$ cat src/rtl/dbus_pkg.sv
// Shared data-bus encodings: access widths, register offsets, STATUS bit positions, UART FSM states.
package dbus_pkg;

  localparam logic [1:0] W_WORD = 2'b00;
  localparam logic [1:0] W_HALF = 2'b01;
  localparam logic [1:0] W_BYTE = 2'b10;
  localparam logic [1:0] W_RSVD = 2'b11;

  localparam logic [1:0] OFF_TXDATA = 2'd0;
  localparam logic [1:0] OFF_STATUS = 2'd1;
  localparam logic [1:0] OFF_DIV    = 2'd2;
  localparam logic [1:0] OFF_RSVD   = 2'd3;

  localparam int ST_FULL    = 0;
  localparam int ST_EMPTY   = 1;
  localparam int ST_BUSY    = 2;
  localparam int ST_OVF     = 3;
  localparam int ST_CNT_LSB = 8;

  localparam logic [15:0] DIV_MIN = 16'd2;

  typedef enum logic [1:0] {
    S_IDLE  = 2'd0,
    S_START = 2'd1,
    S_DATA  = 2'd2,
    S_STOP  = 2'd3
  } tx_state_t;

endpackage

$ cat src/rtl/sync_fifo.sv
// Single-clock FIFO with combinational head; a push while full is accepted only if a pop happens on the same edge.
module sync_fifo #(
  parameter int WIDTH = 8,
  parameter int DEPTH = 8,
  localparam int AW = $clog2(DEPTH)
) (
  input  logic             clk_in,
  input  logic             reset,
  input  logic             push,
  input  logic [WIDTH-1:0] push_data,
  input  logic             pop,
  output logic [WIDTH-1:0] pop_data,
  output logic             full,
  output logic             empty,
  output logic [AW:0]      count
);

  logic [WIDTH-1:0] mem [DEPTH];
  logic [AW-1:0]    wr_ptr;
  logic [AW-1:0]    rd_ptr;
  logic             push_ok;
  logic             pop_ok;

  assign full     = (count == (AW+1)'(DEPTH));
  assign empty    = (count == '0);
  assign pop_ok   = pop && !empty;
  assign push_ok  = push && (!full || pop_ok);
  assign pop_data = mem[rd_ptr];

  always_ff @(posedge clk_in) begin
    if (push_ok) mem[wr_ptr] <= push_data;
  end

  // Pointers are AW bits wide, so power-of-two depth wraps for free.
  always_ff @(posedge clk_in or posedge reset) begin
    if (reset) begin
      wr_ptr <= '0;
      rd_ptr <= '0;
      count  <= '0;
    end else begin
      if (push_ok) wr_ptr <= wr_ptr + 1'b1;
      if (pop_ok)  rd_ptr <= rd_ptr + 1'b1;
      case ({push_ok, pop_ok})
        2'b10:   count <= count + 1'b1;
        2'b01:   count <= count - 1'b1;
        default: count <= count;
      endcase
    end
  end

endmodule

$ cat src/rtl/dbus_uart_tx.sv
// Memory-mapped 8N1 UART transmitter on the CPU data bus: TXDATA/STATUS/DIV window, queued bytes, tx-done irq.
module dbus_uart_tx
  import dbus_pkg::*;
#(
  parameter logic [31:0] BASE    = 32'h1000_0000,
  parameter logic [15:0] DIV_RST = 16'd868,
  parameter int          DEPTH   = 8,
  localparam int         AW      = $clog2(DEPTH)
) (
  input  logic        clk_in,
  input  logic        reset,
  input  logic        cs,
  input  logic        we,
  input  logic [1:0]  w_cs,
  input  logic [1:0]  r_cs,
  input  logic [31:0] addr,
  input  logic [31:0] wdata,
  output logic [31:0] rdata,
  output logic        txd,
  output logic        irq
);

  tx_state_t   state;
  logic [7:0]  shift;
  logic [15:0] div;
  logic [15:0] bit_per;
  logic [15:0] baud_cnt;
  logic [2:0]  bit_cnt;
  logic        ovf;

  logic        sel;
  logic [1:0]  off;
  logic        wr;
  logic        push;
  logic        pop;
  logic [7:0]  head;
  logic        full;
  logic        empty;
  logic [AW:0] count;
  logic [6:0]  count7;
  logic        busy;
  logic        bit_end;
  logic        unused;

  // Every write is handled as a full word, so width codes and the low/high address/data bits carry no meaning here.
  assign unused = ^{w_cs, r_cs, addr[1:0], wdata[31:16]};

  assign sel    = cs && (addr[31:4] == BASE[31:4]);
  assign off    = addr[3:2];
  assign wr     = sel && we;
  assign push   = wr && (off == OFF_TXDATA);
  assign pop    = (state == S_IDLE) && !empty;
  assign busy   = (state != S_IDLE);
  assign irq    = empty && !busy;
  assign count7 = 7'(count);

  sync_fifo #(.WIDTH(8), .DEPTH(DEPTH)) u_fifo (
    .clk_in    (clk_in),
    .reset     (reset),
    .push      (push),
    .push_data (wdata[7:0]),
    .pop       (pop),
    .pop_data  (head),
    .full      (full),
    .empty     (empty),
    .count     (count)
  );

  always_comb begin
    rdata = '0;
    if (sel) begin
      case (off)
        OFF_STATUS: begin
          rdata[ST_FULL]                  = full;
          rdata[ST_EMPTY]                 = empty;
          rdata[ST_BUSY]                  = busy;
          rdata[ST_OVF]                   = ovf;
          rdata[ST_CNT_LSB+6:ST_CNT_LSB]  = count7;
        end
        OFF_DIV: rdata[15:0] = div;
        default: rdata = '0;
      endcase
    end
  end

  // A dropped push outranks a clear landing on the same edge.
  always_ff @(posedge clk_in or posedge reset) begin
    if (reset) begin
      ovf <= 1'b0;
      div <= DIV_RST;
    end else begin
      if (push && full && !pop)
        ovf <= 1'b1;
      else if (wr && (off == OFF_STATUS) && wdata[ST_OVF])
        ovf <= 1'b0;
      if (wr && (off == OFF_DIV))
        div <= (wdata[15:0] < DIV_MIN) ? DIV_MIN : wdata[15:0];
    end
  end

  assign bit_end = (baud_cnt == bit_per - 16'd1);

  always_ff @(posedge clk_in or posedge reset) begin
    if (reset) begin
      state    <= S_IDLE;
      txd      <= 1'b1;
      shift    <= '0;
      bit_per  <= DIV_RST;
      baud_cnt <= '0;
      bit_cnt  <= '0;
    end else begin
      case (state)
        S_IDLE: begin
          txd      <= 1'b1;
          baud_cnt <= '0;
          bit_cnt  <= '0;
          if (!empty) begin
            shift   <= head;
            bit_per <= div;
            txd     <= 1'b0;
            state   <= S_START;
          end
        end
        S_START: begin
          if (bit_end) begin
            baud_cnt <= '0;
            txd      <= shift[0];
            state    <= S_DATA;
          end else begin
            baud_cnt <= baud_cnt + 16'd1;
          end
        end
        S_DATA: begin
          if (bit_end) begin
            baud_cnt <= '0;
            if (bit_cnt == 3'd7) begin
              txd   <= 1'b1;
              state <= S_STOP;
            end else begin
              bit_cnt <= bit_cnt + 3'd1;
              shift   <= {1'b0, shift[7:1]};
              txd     <= shift[1];
            end
          end else begin
            baud_cnt <= baud_cnt + 16'd1;
          end
        end
        S_STOP: begin
          if (bit_end) begin
            baud_cnt <= '0;
            state    <= S_IDLE;
          end else begin
            baud_cnt <= baud_cnt + 16'd1;
          end
        end
        default: state <= S_IDLE;
      endcase
    end
  end

endmodule

$ cat config.mk
export PLATFORM = sky130hd
export DESIGN_NAME = dbus_uart_tx
export DESIGN_NICKNAME = d
export VERILOG_FILES = /design/src/rtl/dbus_pkg.sv /design/src/rtl/sync_fifo.sv /design/src/rtl/dbus_uart_tx.sv
export SDC_FILE = /design/constraint.sdc
export NUM_CORES = 1
export LEC_CHECK = 0
export ABC_AREA = 1
export CELL_PAD_IN_SITES_DETAIL_PLACEMENT = 0
export CELL_PAD_IN_SITES_GLOBAL_PLACEMENT = 1
export CORE_ASPECT_RATIO = 0.7
export CORE_MARGIN = 4
export CORE_UTILIZATION = 30
export CTS_BUF_LIST = sky130_fd_sc_hd__clkbuf_16
export DETAILED_ROUTE_END_ITERATION = 16
export PLACE_DENSITY_LB_ADDON = 0.1
export RECOVER_POWER = 50
export SYNTH_ARGS = -nofsm -noshare
export SYNTH_HDL_FRONTEND = slang
export SYNTH_SLANG_ARGS = --single-unit
export TNS_END_PERCENT = 10
$ cat constraint.sdc
create_clock -name clk_in -period 6.11 [get_ports clk_in]
set_input_delay 0.9165 -clock clk_in [delete_from_list [all_inputs] [get_ports clk_in]]
set_output_delay 0.9165 -clock clk_in [all_outputs]
set_load 0.03 [all_outputs]
==> results of run 1 <==
[synthesized netlist by cell type, types with 4 or more instances]
cell / instances / area [µm²]
clkbuf_1: 16 / 60.1
o21ai_1: 4 / 20.0
dfstp_2: 11 / 289
xor2_1: 15 / 131
edfxtp_1: 64 / 1920
o22ai_1: 14 / 87.6
a21oi_1: 10 / 50.1
inv_1: 80 / 300
or2_2: 5 / 31.3
nor2_1: 110 / 413
nand2_2: 5 / 31.3
nand2_1: 211 / 792
xnor2_1: 6 / 52.6
a31oi_1: 7 / 43.8
ha_1: 15 / 188
nand4_1: 22 / 138
buf_4: 16 / 120
nor2_2: 7 / 43.8
nand3b_1: 7 / 52.6
dfrtp_1: 62 / 1550
o21ai_0: 64 / 320
nor4_1: 11 / 68.8
nand3_1: 39 / 195
nor3_1: 12 / 60.1
[final cells by class]
cell class	count	share of cell area (%)
multi-input combinational	598	33.8
timing repair buffer	79	8.64
sequential	137	42.9
clock buffer	17	4.85
tap	318	4.54
clock inverter	15	1.58
inverter	84	3.61
[power groups by stage]
stage          sequential (W)  combinational, W  clock, W
6_report             0.000966         0.0000747  0.000994
5_1_grt              0.000966         0.0000829   0.00107
4_1_cts              0.000966         0.0000778   0.00102
3_5_place_dp         0.000985         0.0000777         0
3_3_place_gp         0.000985         0.0000784         0
2_1_floorplan        0.000985         0.0000353         0
[cell usage in the layout (no fill, tap or decap), types with 15 or more instances in the layout]
cell,netlist,final
nand2_1,211,211
nor2_1,110,110
inv_1,80,79
o21ai_0,64,64
edfxtp_1,64,64
dfrtp_1,62,62
clkdlybuf4s50_1,0,58
nand3_1,39,39
nand4_1,22,22
clkbuf_16,0,17
conb_1,1,16
xor2_1,15,15
ha_1,15,15
[flip-flops by register name, indices dropped and copies added (netlist names)]
register,flops
baud_cnt,16
bit_cnt,3
bit_per,16
div,16
ovf,1
shift,8
state,2
txd,1
u_fifo.count,4
u_fifo.mem,64
u_fifo.rd_ptr,3
u_fifo.wr_ptr,3
[metal layers]
metal  wire length (µm)  vias to the layer above
li1                   -                     2923
met1              11000                     2596
met2               7170                      117
met3               1190                       11
met4                103                        0
met5                  0                        -
[critical path, cell delays in order]
cell             delay, ns
clkdlybuf4s50_1       0.45
inv_1                 0.05
nor2_1                0.08
nand2_1               0.06
nor3_1                0.14
nand3_1               0.12
nor2_1                0.31
nand2_1               0.27
a21oi_1               0.32
clkdlybuf4s50_1       0.73
[cell families after synthesis]
logic type      count (synthesis)  synth area share (%)
compound gates                107                  8.15
xor+xnor                       21                  2.56
fa+ha+maj                      16                  2.89
buf+inv                       121                  7.39
flops                         137                  52.3
other cells                     1                0.0521
simple gates                  438                  26.7
[metrics by stage]
stage	power, W	util (%)	cell area, µm²	setup slack (ns)	hold WS [ns]
after floorplan	0.00102	-	7250	3.00	0.442
after global placement	0.00106	34.7	8200	1.77	0.457
after detailed placement	0.00106	34.7	8200	1.79	0.458
after CTS	0.00207	37.1	8770	1.77	0.467
after global routing	0.00212	37.1	8760	1.59	0.495
final	0.00203	37.1	8760	1.75	0.469
[path summary, 6_finish.rpt]
path,from,endpoint,cells past startpoint
worst max-delay path,addr[28],rdata[1],10
worst min register to register,txd$_DFFE_PP1P_,txd$_DFFE_PP1P_,2
worst max register to register,state[1]$_DFFE_PP0P_,u_fifo.count[2]$_DFFE_PP0P_,11
worst min-delay path,txd$_DFFE_PP1P_,txd$_DFFE_PP1P_,2
max in group asynchronous,reset,u_fifo.wr_ptr[1]$_DFFE_PP0P_,3
min in group asynchronous,reset,baud_cnt[3]$_DFF_PP0_,2
==> reports/qor.txt, run 1 <==
Netlist Area Pre-Place: 7200 µm²
Post-CTS Setup Inserts: 0
Fmax: 229 MHz
Critical Path AT: 3.44 ns
Share of cells above drive strength 1: 8.60%
Max-slew headroom: 32.7%
Clock power share: 48.8%
Placed Cells: 1216
Clock Latency Late Sink: 0.43 ns
Outcome: completed
Area of the multi-input gates: 2970 µm²
Flop pwr share: 47.5%
Syn Area/Cell: 8.56 µm²
Sw Pwr: 0.000471 W
Final hold vios: 0
Cts repair resizes: 0
Crit Path Max Fanout: 8
First-pass GRT wire length: 31000 µm
Critical path launch point type: primary input
Post-synth EDFFs: 64
Fin crit share: 71.4%
Die area: 26600 µm²
Combinational share of power: 3.7%
Fill count: 2500
Die X: 193 µm
DR pass1 iterations: 5
Core Rows: 47
WS Path Type: primary input to output port
Yosys cell types: 43
Post-synthesis async set-or-reset flop share: 53.3%
# diodes: 0
Max Slew Vio Count: 0
DRC Markers: 0
GRT met3 Usage: 5.14%
# H-tree levels: 4
FF-to-FF setup slack: 3.02 ns
Via count: 5647
Register area share after synthesis: 52.3%
Clock sinks: 137
Finished Layout Cells: 1248
Post-DRT Antenna Nets: 0
Total track usage: 15.5%
Register area: 3760 µm²
I/O Buffers: 67
Ys Warns: 0
RSZ-0062 raised after global routing: no
Post-Route WL: 19500 µm
Hold/Removal Path Class: flip-flop to flip-flop
Post-Route Setup TNS: 0 ns
Root Buffer: clkbuf_16
Initial antenna violation count: 0
CTS hold repair buffers: 0
Clock transition at the registers of the reported paths: 0.06 ns
Top_reg_cell synth: edfxtp_1
WP data required: 5.19 ns
Drt via density: 4.52
P_leak: 3.70 nW
Peak supply drop: 193 µV
Cell count after synthesis: 841
Max-cap viol count: 0
Vias in the first global route: 5381
Pwr/cell area: 232 nW/µm²
GR peak layer: met1
Clock Skews: 0.0145 ns
M2 GR Usage: 19.1%
Area of the core: 23600 µm²
Sw Ratio: 23.1%
FF+latch count, synth: 137
Final setup vio count: 0
Initial Util: 30.4%
Crit path time final: 4.36 ns
Met1 Track Usage GR: 25.3%
Worst Tran Pin Value: 1.01 ns
Largest net degree at the start of global routing: 66
Nets@finish: 1005
Cts bufs inserted: 17
DR iter-0 viols: 315
Wire per inst: 15.6 µm
DP Wirelength: 14700 µm
GP Congestion: 0.782
Gr ovfl total: 0
CTS Buffer Depth: 2
TritonCTS clock tree: yes
Ports: 106
Element type at the critical path end: output port
Die height: 138 µm
P_int: 0.00156 W
Area delta synth->final: 21.7%
Power figures use the tool's default switching activity.
==> run 2, diff against run 1 <==
Clock period 6.11 ns to 3.7 ns, I/O delays scaled along.
==> run 2 against run 1 <==
  * The run now ends with capacitance limit, slew limit left
  * Highest routed layer unchanged
  * Sequential power is 66% higher
  * Worst setup slack got worse by 1.5 ns
  * Routed wire length is 2.2% higher
  * Worst hold slack worse by 0.0020 ns
  * Via count rose by 0.58%
  * Critical endpoint is now rdata[3]
  * Power rose by 68%
==> reports/qor.txt, run 2 (synthesized netlist as in run 1, its figures left out) <==
Fill count: 2469 (was 2500)
Worst path cell trace: clkdlybuf4s50_1, inv_1, nor2_1, nand2_1, nor3_1, nand3_1, nor2_1, nand2_1, a21oi_1, clkdlybuf4s50_1 (unchanged)
Max Slew Vio Count: 74 (was 0)
P_int: 0.00264 W (was 0.00156 W)
Post-Route Setup TNS: 0 ns (unchanged)
CP top delay family: buffers and inverters (unchanged)
Cts repair resizes: 0 (unchanged)
Clock transition at the registers of the reported paths: 0.06 ns (about the same)
Post-CTS Setup Inserts: 0 (unchanged)
Failing checks: capacitance limit, slew limit
Pwr/cell area: 388 nW/µm² (was 232 nW/µm²)
Die height: 138 µm (unchanged)
Initial antenna violation count: 0 (unchanged)
# H-tree levels: 4 (unchanged)
Clock Skews: 0.0108 ns (was 0.0145 ns)
DR pass1 iterations: 5 (unchanged)
Crit Path Max Fanout: 8 (unchanged)
Cts bufs inserted: 17 (unchanged)
Final setup vio count: 0 (unchanged)
Post-route cell area: 8810 µm² (was 8760 µm²)
Clock Latency Late Sink: 0.43 ns (about the same)
Ports: 106 (unchanged)
TritonCTS clock tree: yes (unchanged)
Flop pwr share: 46.7% (was 47.5%)
Crit path time final: 3.50 ns
# diodes: 0 (unchanged)
Clock sinks: 137 (unchanged)
DRC Markers: 0 (unchanged)
Area of the core: 23600 µm² (unchanged)
Critical path launch point type: primary input (unchanged)
Gr ovfl total: 0 (unchanged)
Via count: 5680 (was 5647)
Final core utilization: 37.3% (was 37.1%)
Die area: 26600 µm² (unchanged)
Worst Path Buf+Inv: 3 (unchanged)
Most frequent cells in the layout: 211 x nand2_1, 110 x nor2_1, 79 x inv_1 (unchanged)
DP Wirelength: 14800 µm (was 14700 µm)
RSZ-0062 raised after global routing: no (unchanged)
Critical Path AT: 2.94 ns (was 3.44 ns)
Largest net degree at the start of global routing: 74 (was 66)
Share of cells above drive strength 1: 8.85% (was 8.60%)
Pwr Total: 0.00342 W (was 0.00203 W)
DR iter-0 viols: 407 (was 315)
Final hold vios: 0 (unchanged)
Element type at the critical path end: output port (unchanged)
Initial Util: 30.4% (unchanged)
Max-slew headroom: -29.5% (was 32.7%)
First-pass GRT wire length: 31500 µm (was 31000 µm)
Wire per inst: 15.8 µm (was 15.6 µm)
Core Rows: 47 (unchanged)
Peak supply drop: 315 µV (was 193 µV)
WS Path Type: primary input to output port (unchanged)
Vias in the first global route: 5419 (was 5381)
Die X: 193 µm (unchanged)
CP max stage delay: 0.74 ns (was 0.73 ns)
Slowest CP cell: clkdlybuf4s50_1 (unchanged)
Outcome: complete, but fails checks (was completed)
Clock power share: 49.6% (was 48.8%)
Fmax: 286 MHz
Sw Ratio: 22.8% (was 23.1%)
WP data required: 3.14 ns (was 5.19 ns)
I/O Buffers: 67 (unchanged)
Fin crit share: 94.5%
P_leak: 3.73 nW (was 3.70 nW)
Most common cell after layout, fill and taps aside: nand2_1 (unchanged)
Total track usage: 15.7% (was 15.5%)
CTS Buffer Depth: 2 (unchanged)
Area delta synth->final: 22.4% (was 21.7%)
Nets@finish: 1013 (was 1005)
Max reg flops: 64 (unchanged)
Post-DRT Antenna Nets: 0 (unchanged)
Drt via density: 4.52 (about the same)
GP Congestion: 0.774 (was 0.782)
Root Buffer: clkbuf_16 (unchanged)
Sw Pwr: 0.000777 W (was 0.000471 W)
Worst Tran Pin Value: 1.94 ns (was 1.01 ns)
Post-Route WL: 19900 µm (was 19500 µm)
CTS hold repair buffers: 0 (unchanged)
Combinational share of power: 3.7% (about the same)
Max-cap viol count: 1 (was 0)
Placement Cell Area: 8270 µm² (was 8200 µm²)
Biggest register: u_fifo.mem (unchanged)
Hold/Removal Path Class: flip-flop to flip-flop (unchanged)
-- run 2: power groups by stage --
stage | registers [W] | logic [W] | clock network (W)
5_1_grt | 0.00160 | 0.000140 | 0.00180
3_3_place_gp | 0.00163 | 0.000135 | 0
4_1_cts | 0.00160 | 0.000135 | 0.00174
2_1_floorplan | 0.00163 | 0.0000584 | 0
6_report | 0.00160 | 0.000126 | 0.00169
3_5_place_dp | 0.00163 | 0.000135 | 0
-- run 2: worst reg2reg max path, delay by kind of cell (launching register included) --
kind	cells	cell delay (ns)
buffers and inverters	5	1.64
DFF	1	0.42
adders and majority gates	1	0.32
and+or+nand+nor	3	0.60
AOI/OAI and AO/OA	1	0.08
-- run 2: cell type report --
type,count,area [µm²],share of cell area [%]
Inverter,84,317,3.59
Clock inverter,15,149,1.69
Timing Repair Buffer,87,800,9.07
Tap cell,318,398,4.52
Sequential cell,137,3760,42.7
Multi-Input combinational cell,598,2960,33.6
Clock buffer,17,425,4.83
-- run 2: through the flow --
stage	hold slack [ns]	setup slack (ns)	cells
2_1_floorplan	0.442	1.10	856
3_3_place_gp	0.454	0.190	1224
3_5_place_dp	0.458	0.183	1224
4_1_cts	0.467	0.163	1256
5_1_grt	0.491	0.0257	1256
6_report	0.467	0.203	1256
-- run 2: path summary, 6_finish.rpt --
path | slack [ns] | cells past startpoint | endpoint | startpoint
min | 0.47 | 2 | txd$_DFFE_PP1P_ | txd$_DFFE_PP1P_
min reg2reg | 0.47 | 2 | txd$_DFFE_PP1P_ | txd$_DFFE_PP1P_
max in group asynchronous | 1.25 | 3 | u_fifo.wr_ptr[1]$_DFFE_PP0P_ | reset
min in group asynchronous | 1.26 | 3 | state[0]$_DFFE_PP0P_ | reset
max reg2reg | 0.50 | 10 | u_fifo.count[1]$_DFFE_PP0P_ | state[0]$_DFFE_PP0P_
max | 0.20 | 10 | rdata[3] | addr[28]
-- run 2: routing by layer --
metal,track usage [%],up-vias,share of wire [%]
met5,0,-,0
met4,3.18,0,0.76
met3,4.36,12,5.0
met2,19.8,139,37
met1,25.7,2599,57
li1,-,2930,-
==> run 3, diff against run 2 <==
Clock period 3.7 ns to 4.37 ns, I/O delays scaled along.
==> run 3 against run 2 <==
  * The run still ends with capacitance limit, slew limit left
  * Routed wire length down 1.2%
  * Combinational power down 17%
  * Critical endpoint is now rdata[1]
  * Critical path depth unchanged
  * Clock skew up 0.0012 ns
  * Via count down 1.8%
  * Die area unchanged
  * Count of clock-buffer cells in the layout unchanged
  * Power down 13%
  * Sequential power down 16%
  * Register-to-register slack better by 0.74 ns
==> reports/qor.txt, run 3 (synthesized netlist as in run 1, its figures left out) <==
Largest net degree at the start of global routing: 38 (was 74)
CTS hold repair buffers: 0 (unchanged)
Worst Tran Pin Value: 1.74 ns (was 1.94 ns)
Post-Route Setup TNS: 0 ns (unchanged)
Die height: 138 µm (unchanged)
Ports: 106 (unchanged)
Max-cap viol count: 1 (unchanged)
DR iter-0 viols: 348 (was 407)
# H-tree levels: 4 (unchanged)
Worst R2R End: u_fifo.count[1]$_DFFE_PP0P_ (unchanged)
Register area: 3760 µm² (unchanged)
RR Startpoint: state[0]$_DFFE_PP0P_ (unchanged)
Flop pwr share: 45.6% (was 46.7%)
Critical Path AT: 3.15 ns (was 2.94 ns)
Clock Skews: 0.0120 ns (was 0.0108 ns)
Nets@finish: 1006 (was 1013)
Clock power share: 50.8% (was 49.6%)
Cts repair resizes: 0 (unchanged)
Worst path cell trace: clkdlybuf4s50_1, inv_1, nor2_1, nand2_1, nor3_1, nand3_1, nor2_1, nand2_1, a21oi_1, clkdlybuf4s50_1 (unchanged)
Die X: 193 µm (unchanged)
Root Buffer: clkbuf_16 (unchanged)
P_leak: 3.74 nW (was 3.73 nW)
TritonCTS clock tree: yes (unchanged)
Post-CTS Setup Inserts: 0 (unchanged)
# diodes: 0 (unchanged)
DR pass1 iterations: 4 (was 5)
Gr ovfl total: 0 (unchanged)
FF-to-FF setup slack: 1.24 ns (was 0.50 ns)
First-pass GRT wire length: 30700 µm (was 31500 µm)
Core Rows: 47 (unchanged)
Outcome: complete, but fails checks (unchanged)
Clock Latency Late Sink: 0.43 ns (about the same)
Worst min-delay path startpoint: txd$_DFFE_PP1P_ (unchanged)
Finished Layout Cells: 1249 (was 1256)
I/O Buffers: 67 (unchanged)
Drt via density: 4.46 (was 4.52)
Total track usage: 15.3% (was 15.7%)
Initial antenna violation count: 0 (unchanged)
Max-slew headroom: -16.7% (was -29.5%)
Combinational share of power: 3.5% (was 3.7%)
Final core utilization: 37.3% (about the same)
Area of the core: 23600 µm² (unchanged)
Element type at the critical path end: output port (unchanged)
FF-to-FF path depth: 10 (unchanged)
Post-DRT Antenna Nets: 0 (unchanged)
Pwr/cell area: 336 nW/µm² (was 388 nW/µm²)
Wire per inst: 15.7 µm (was 15.8 µm)
Peak supply drop: 292 µV (was 315 µV)
Crit path time final: 3.81 ns
Critical path launch point type: primary input (unchanged)
Clock sinks: 137 (unchanged)
Crit Path Max Fanout: 8 (unchanged)
Clock transition at the registers of the reported paths: 0.06 ns (about the same)
Sw Pwr: 0.000623 W (was 0.000777 W)
Slowest CP cell: clkdlybuf4s50_1 (unchanged)
Post-Route WL: 19600 µm (was 19900 µm)
DP Wirelength: 14800 µm (about the same)
WS Path Type: primary input to output port (unchanged)
WHS: 0.466 ns (was 0.467 ns)
Initial Util: 30.4% (unchanged)
Vias in the first global route: 5249 (was 5419)
Final hold vios: 0 (unchanged)
Hold/Removal Path Class: flip-flop to flip-flop (unchanged)
Biggest register: u_fifo.mem (unchanged)
CP max stage delay: 0.73 ns (was 0.74 ns)
Share of cells above drive strength 1: 8.49% (was 8.85%)
Most frequent cells in the layout: 211 x nand2_1, 110 x nor2_1, 83 x inv_1 (was 211 x nand2_1, 110 x nor2_1, 79 x inv_1)
CTS Buffer Depth: 2 (unchanged)
WP data required: 3.71 ns (was 3.14 ns)
Hold worst-path end: txd$_DFFE_PP1P_ (unchanged)
GP Congestion: 0.762 (was 0.774)
Fmax: 262 MHz
Fill count: 2465 (was 2469)
Area of the multi-input gates: 2960 µm² (unchanged)
P_int: 0.00234 W (was 0.00264 W)
Area delta synth->final: 22.4% (about the same)
Cts bufs inserted: 17 (unchanged)
RSZ-0062 raised after global routing: no (unchanged)
Fin crit share: 87.2%
Via count: 5576 (was 5680)
Crit path from: addr[28] (unchanged)
Sw Ratio: 21.0% (was 22.8%)
Most common cell after layout, fill and taps aside: nand2_1 (unchanged)
Die area: 26600 µm² (unchanged)
Final setup vio count: 0 (unchanged)
DRC Markers: 0 (unchanged)
Placed Cells: 1217 (was 1224)
Max reg flops: 64 (unchanged)
Hold depth: 2 (unchanged)
Failing checks: capacitance limit, slew limit (unchanged)
Max Slew Vio Count: 38 (was 74)
==> run 3: cell types whose count changed in the layout (fill, tap and decap cells not counted), sizes merged <==
cell,change
inv,+2
clkinv,-5
bufinv,+2
buf,-3
clkinvlp,+1
clkbuf,-4
==> run 3: final cells by class <==
class                      count  area share [%]
multi-input combinational    598            33.6
tap                          318            4.52
clock inverter                15            2.10
clock buffer                  17            4.83
inverter                      84            3.59
timing repair buffer          80            8.65
sequential                   137            42.7
==> run 3: worst max-delay path by stage <==
stage / to / slack (ns) / cells past startpoint
2_1_floorplan: u_fifo.mem[0][0]$_DFFE_PP_ / 1.67 / 9
3_3_place_gp: rdata[11] / 0.57 / 10
3_5_place_dp: rdata[1] / 0.55 / 10
4_1_cts: rdata[1] / 0.54 / 10
5_1_grt: rdata[1] / 0.38 / 10
6_report: rdata[1] / 0.56 / 10
==> run 3: routing by layer <==
layer	track usage [%]	vias to the layer above	part of all wire, %
met2	19.1	101	37
met1	25.0	2544	57
met5	0	-	0
li1	-	2920	-
met4	3.77	0	0.84
met3	4.56	11	5.1
==> run 3: power by group through the flow <==
stage          logic [W]  registers (W)  clock network, W
6_report        0.000105        0.00135           0.00151
3_5_place_dp    0.000109        0.00138                 0
4_1_cts         0.000109        0.00135           0.00154
2_1_floorplan  0.0000494        0.00138                 0
5_1_grt         0.000116        0.00135           0.00160
3_3_place_gp    0.000110        0.00138                 0
==> run 3: worst max-delay path, delay by kind of cell <==
kind	cells	cell delay, ns
AO/OA/AOI/OAI	1	0.30
AND/OR/NAND/NOR	6	0.97
buffers and inverters	3	1.22
==> run 3: per-stage QoR <==
stage                     power (W)  area, µm²  setup slack [ns]
after CTS                   0.00300       8820             0.539
after detailed placement    0.00149       8210             0.554
final                       0.00296       8810             0.560
after floorplan             0.00143       7250              1.67
after global placement      0.00149       8210             0.569
after global routing        0.00307       8810             0.376
